**src/rtl/rv_pkg.sv**
```systemverilog
// rv_pkg: shared constants and the fetch queue entry type for the rv front end.
package rv_pkg;
    localparam int DEF_XLEN = 32;
    localparam int INSN_BYTES = 4;
    localparam logic [DEF_XLEN-1:0] DEF_RESET_PC = '0;

    typedef struct packed {
        logic [DEF_XLEN-1:0] pc;
        logic [DEF_XLEN-1:0] insn;
    } fetch_entry_t;
endpackage

```
**src/rtl/rv_sync_fifo.sv**
```systemverilog
// rv_sync_fifo: registered-output synchronous FIFO with flush, full/empty and occupancy count.
module rv_sync_fifo #(
    parameter int WIDTH = 8,
    parameter int DEPTH = 4
) (
    input  logic                     clk_i,
    input  logic                     rst_i,
    input  logic                     push_i,
    input  logic [WIDTH-1:0]         data_i,
    input  logic                     pop_i,
    input  logic                     flush_i,
    output logic [WIDTH-1:0]         data_o,
    output logic                     full_o,
    output logic                     empty_o,
    output logic [$clog2(DEPTH):0]   count_o
);
    localparam int AW = $clog2(DEPTH);

    logic [WIDTH-1:0] mem_q [DEPTH];
    logic [WIDTH-1:0] mem_d [DEPTH];
    logic [AW-1:0] rd_q, rd_d, wr_q, wr_d;
    logic [AW:0] count_q, count_d;
    logic push_en, pop_en;

    assign full_o = count_q == (AW+1)'(DEPTH);
    assign empty_o = count_q == '0;
    assign count_o = count_q;
    assign data_o = mem_q[rd_q];

    // A full FIFO still accepts a push when the head leaves in the same cycle.
    always_comb begin
        pop_en = pop_i && !empty_o;
        push_en = push_i && (!full_o || pop_en);
        mem_d = mem_q;
        if (push_en) mem_d[wr_q] = data_i;
        rd_d = flush_i ? '0 : rd_q + AW'(pop_en);
        wr_d = flush_i ? '0 : wr_q + AW'(push_en);
        count_d = flush_i ? '0 : count_q + (AW+1)'(push_en) - (AW+1)'(pop_en);
    end

    always_ff @(posedge clk_i or negedge rst_i) begin
        if (!rst_i) begin
            mem_q <= '{default: '0};
            rd_q <= '0;
            wr_q <= '0;
            count_q <= '0;
        end else begin
            mem_q <= mem_d;
            rd_q <= rd_d;
            wr_q <= wr_d;
            count_q <= count_d;
        end
    end
endmodule

```
**src/rtl/rv_fetch_queue.sv**
```systemverilog
// rv_fetch_queue: sequential instruction prefetch with credit-limited requests, an in-order
// response queue toward decode, and redirect flush that discards in-flight responses.
module rv_fetch_queue
    import rv_pkg::*;
#(
    parameter int XLEN = DEF_XLEN,
    parameter int DEPTH = 4,
    parameter logic [XLEN-1:0] RESET_PC = DEF_RESET_PC
) (
    input  logic            clk_i,
    input  logic            rst_i,
    output logic            req_valid_o,
    input  logic            req_ready_i,
    output logic [XLEN-1:0] req_addr_o,
    input  logic            rsp_valid_i,
    input  logic [XLEN-1:0] rsp_data_i,
    input  logic            redirect_i,
    input  logic [XLEN-1:0] redirect_pc_i,
    output logic            insn_valid_o,
    input  logic            insn_ready_i,
    output logic [XLEN-1:0] insn_o,
    output logic [XLEN-1:0] insn_pc_o
);
    localparam int CW = $clog2(DEPTH) + 1;

    fetch_entry_t rsp_entry, head;
    logic [XLEN-1:0] fetch_pc_q, fetch_pc_d, pc_head;
    logic [CW-1:0] outstanding_q, outstanding_d, drop_cnt_q, drop_cnt_d, occupancy, pc_count;
    logic accept, dropping, q_push, q_pop, q_full, q_empty, pc_full, pc_empty;

    // Queue slots plus in-flight requests never exceed DEPTH, so every response has room.
    assign req_valid_o = rst_i && !redirect_i &&
                         ({1'b0, occupancy} + {1'b0, outstanding_q} < (CW+1)'(DEPTH));
    assign req_addr_o = fetch_pc_q;
    assign accept = req_valid_o && req_ready_i;
    assign dropping = drop_cnt_q != '0;
    assign q_push = rsp_valid_i && !dropping && !redirect_i;
    assign q_pop = insn_valid_o && insn_ready_i && !redirect_i;
    assign insn_valid_o = !q_empty;
    assign insn_o = head.insn;
    assign insn_pc_o = head.pc;
    assign rsp_entry = '{pc: pc_head, insn: rsp_data_i};

    always_comb begin
        fetch_pc_d = redirect_i ? (redirect_pc_i & ~XLEN'(INSN_BYTES - 1))
                   : accept ? fetch_pc_q + XLEN'(INSN_BYTES) : fetch_pc_q;
        outstanding_d = outstanding_q + CW'(accept) - CW'(rsp_valid_i);
        drop_cnt_d = redirect_i ? outstanding_q - CW'(rsp_valid_i)
                   : drop_cnt_q - CW'(rsp_valid_i && dropping);
    end

    always_ff @(posedge clk_i or negedge rst_i) begin
        if (!rst_i) begin
            fetch_pc_q <= RESET_PC;
            outstanding_q <= '0;
            drop_cnt_q <= '0;
        end else begin
            fetch_pc_q <= fetch_pc_d;
            outstanding_q <= outstanding_d;
            drop_cnt_q <= drop_cnt_d;
        end
    end

    rv_sync_fifo #(.WIDTH($bits(fetch_entry_t)), .DEPTH(DEPTH)) u_insn_q (
        .clk_i(clk_i), .rst_i(rst_i),
        .push_i(q_push), .data_i(rsp_entry), .pop_i(q_pop), .flush_i(redirect_i),
        .data_o(head), .full_o(q_full), .empty_o(q_empty), .count_o(occupancy)
    );

    // Not flushed on redirect: it tracks every in-flight request, stale or not.
    rv_sync_fifo #(.WIDTH(XLEN), .DEPTH(DEPTH)) u_pc_q (
        .clk_i(clk_i), .rst_i(rst_i),
        .push_i(accept), .data_i(fetch_pc_q), .pop_i(rsp_valid_i), .flush_i(1'b0),
        .data_o(pc_head), .full_o(pc_full), .empty_o(pc_empty), .count_o(pc_count)
    );

    a_rsp_expected: assert property (@(posedge clk_i) disable iff (!rst_i)
        rsp_valid_i |-> outstanding_q != '0);
    a_no_overflow: assert property (@(posedge clk_i) disable iff (!rst_i)
        q_push |-> (!q_full || q_pop));
    a_pc_room: assert property (@(posedge clk_i) disable iff (!rst_i)
        accept |-> !pc_full);
    a_pc_aligned: assert property (@(posedge clk_i) disable iff (!rst_i)
        pc_count == outstanding_q && (!rsp_valid_i || !pc_empty));
endmodule

```
**config.mk**
```make
export PLATFORM = sky130hd
export DESIGN_NAME = rv_fetch_queue
export DESIGN_NICKNAME = d
export VERILOG_FILES = /design/src/rtl/rv_pkg.sv /design/src/rtl/rv_sync_fifo.sv /design/src/rtl/rv_fetch_queue.sv
export SDC_FILE = /design/constraint.sdc
export NUM_CORES = 1
export LEC_CHECK = 0
export ABC_AREA = 0
export BUFFER_PORTS_ARGS = -buffer_cell sky130_fd_sc_hd__buf_2
export CORE_MARGIN = 1
export CORE_UTILIZATION = 54
export DETAILED_ROUTE_END_ITERATION = 7
export PLACE_DENSITY = 0.76
export SKIP_CTS_REPAIR_TIMING = 1
export SKIP_LAST_GASP = 1
export SYNTH_ARGS = -nofsm -noshare
export SYNTH_HDL_FRONTEND = slang
export SYNTH_HIERARCHICAL = 1
export SYNTH_SLANG_ARGS = --single-unit
```
**constraint.sdc**
```tcl
create_clock -name clk_i -period 2.85 [get_ports clk_i]
set_input_delay 0.57 -clock clk_i [delete_from_list [all_inputs] [get_ports clk_i]]
set_output_delay 0.57 -clock clk_i [all_outputs]
set_load 0.1 [all_outputs]
```
==> impl_metrics.env <==
export IMPL_hold_viol=0
export IMPL_worstPathMaxFanout=27
export IMPL_period_needed_ps=2830
export IMPL_n_fill_cell=2634
export IMPL_yosys_area_share_simple_pct=4.84
export IMPL_r2r_start="outstanding_q[2]$_DFF_PN0_"
export IMPL_layout_drive_gt1_share_pct=52.9
export IMPL_synth_cell_type_count=56
export IMPL_worstMarginPinSlew_ps=904
export IMPL_grt_ovfl_total=0
export IMPL_grt_pass1_wl_um=69400
export IMPL_worst_ep_required_time_ps=2280
export IMPL_p_per_area_mw_per_mm2=937
export IMPL_final_common_cell="dfrtp_1"
export IMPL_first_global_vias=12400
export IMPL_clock_skew_ps=24.0
export IMPL_final_cell_mix="dfrtp_1 (431), mux2_2 (293), buf_2 (117)"
export IMPL_synth_area_mm2=0.0201
export IMPL_final_core_util_pct=64.1
export IMPL_layout_cells_non_filler=1978
export IMPL_cts_root_buf="clkbuf_16"
export IMPL_synth_compound_area_share_pct=2.03
export IMPL_start_kind="register"
export IMPL_finalMaxSlewViolations=0
export IMPL_grt_use_total_pct=23.3
export IMPL_drc=0
export IMPL_end_kind="output pin"
export IMPL_dr_pass1_iters=5
export IMPL_synth_xor_area_share_pct=0.522
export IMPL_initial_utilization_pct=55.0
export IMPL_ys_seq_elements=434
export IMPL_dpl_hpwl_um=27100
export IMPL_place_inst=1886
export IMPL_vias=11600
export IMPL_finalPower_mw=22.0
export IMPL_synth_fa_ha_area_share_pct=1.23
export IMPL_viasPerCell=5.85
export IMPL_avgRoutedWirePerCell_um=21.6
export IMPL_finalSetupViolCount=0
export IMPL_period_share_pct=99.2
export IMPL_routed_wl_um=42700
export IMPL_cts_sinks=434
export IMPL_core_mm2=0.0366
export IMPL_placed_area_mm2=0.0217
export IMPL_yosysSeqAreaShare_pct=54.0
export IMPL_crit_type="reg -> out"
export IMPL_finalInstanceArea_mm2=0.0235
export IMPL_cts_tree="yes"
export IMPL_yosys_warnings=6
export IMPL_areaGrowthSynthToFinish_pct=16.7
export IMPL_placementRows=70
export IMPL_maxCapViolations=0
export IMPL_synth_top_flop_cell="dfrtp_1"
export IMPL_ios=168
export IMPL_insertion_delay_ps=570
export IMPL_maxSlewHeadroom_pct=39.5
export IMPL_hp_class="in -> async"
export IMPL_hold_ws_ps=104
export IMPL_outcome="complete, no violations"
export IMPL_fp_dieH_um=195
export IMPL_rsz0062_at_grt="yes"
export IMPL_antenna_found_initial=1
export IMPL_syn_area_per_cell_um2=15.9
export IMPL_power_leakage_nw=11.4
export IMPL_gp_congestion=0.812
export IMPL_numCtsBuffers=46
export IMPL_clkTransAtPathRegs_ps=60
export IMPL_max_clock_freq_mhz=354
export IMPL_grt_start_max_net_pins=141
export IMPL_die_w_um=195
export IMPL_final_nets=1561
export IMPL_syn_inst=1269
export IMPL_synth_edf_count=0
export IMPL_htreeDepth=2
export IMPL_arrival_ps=2260
export IMPL_port_buffers=163
export IMPL_peakVddDrop_mv=0.467
export IMPL_clockBufferDepth=3
export IMPL_async_reset_ff_share_pct=100
export IMPL_drt_iter0_markers=587
export IMPL_synth_top_family_by_area="multiplexers"
export IMPL_antenna_left=0
export IMPL_die_area_mm2=0.0380
export IMPL_worstSetupStartpoint="u_insn_q/rd_q[0]$_DFF_PN0_"
export IMPL_muxShareOfSynthArea_pct=34.2
-- cell type report --
class	instances	area [µm²]	share of cell area (%)
clock inverters	21	240	1.02
well taps	468	586	2.49
diodes	1	2.50	0.0107
clock buffers	63	1330	5.65
multi-input cells	755	8730	37.2
flip-flops and latches	434	10900	46.3
inverters	17	63.8	0.272
repair buffers	219	1670	7.09
-- path summary, 6_finish.rpt --
check                                                  end  slack, ps  depth (start not counted)
max                                             insn_o[21]         20                          3
min                        u_insn_q/mem_q[113]$_DFFE_PN0P_        100                          2
max reg2reg                  u_pc_q/mem_q[126]$_DFFE_PN0P_        150                          7
min reg2reg                   u_pc_q/mem_q[38]$_DFFE_PN0P_        500                          1
max in group asynchronous         u_pc_q/wr_q[0]$_DFF_PN0_       1480                          3
min in group clk_i              req_addr_o[18]$_DFFE_PN0P_        220                          3
-- per-layer routing --
layer	vias up	share of wire, %	wire (µm)	global-route usage [%]
met1	6129	46	19400	33.9
met4	0	1.7	733	6.18
met5	-	0	0	0
li1	5129	-	-	-
met3	51	4.0	1710	3.32
met2	259	49	20800	37.0
-- power by group --
part | internal, mW | switching, mW
Sequential | 7.18 | 0.783
Combinational | 2.75 | 5.21
Clock | 3.63 | 2.45
-- metrics by stage --
| stage | TNS (ps) | setup slack (ps) |
|---|---|---|
| after floorplan | 0 | 137 |
| after global placement | 0 | 130 |
| after detailed placement | 0 | 119 |
| after CTS | -4950 | -161 |
| after global routing | -565 | -44.2 |
| final | 0 | 21.4 |
-- cells in the mapped netlist, types with 8 or more instances --
cell / number / area, µm²
inv_1: 16 / 60.1
nor2b_1: 9 / 56.3
xnor2_1: 9 / 78.8
buf_12: 9 / 180
nor3b_1: 9 / 67.6
mux2_2: 293 / 3300
mux4_2: 96 / 2160
mux2_4: 90 / 1350
buf_2: 37 / 185
clkbuf_1: 15 / 56.3
nand2_1: 37 / 139
a21oi_1: 8 / 40.0
nor2_1: 22 / 82.6
o21ai_0: 16 / 80.1
ha_1: 15 / 188
dfrtp_1: 434 / 10900
buf_6: 10 / 113
nand3_1: 17 / 85.1
nand4_1: 17 / 106
o211ai_1: 14 / 105
-- kinds of logic after synthesis --
group	count (synthesis)
buffers and inverters	96
other	1
XOR/XNOR	12
adder cells (fa/ha/maj)	18
AO/OA/AOI/OAI	60
AND/OR/NAND/NOR	162
flip-flops	434
multiplexers	486
-- worst max-delay path, cell delays in order, from the launching register on --
cell and delay (ps):
dfrtp_4 510, buf_16 240, mux4_2 560, clkbuf_4 300
-- flip-flops by register name (all words and copies together) (netlist names), 3 cells and up --
name / count
u_insn_q/count_o: 3
outstanding_q: 3
u_pc_q/mem_q: 128
req_addr_o: 30
drop_cnt_q: 3
u_pc_q/count_o: 3
u_insn_q/mem_q: 256
(Power assumes the default switching activity.)
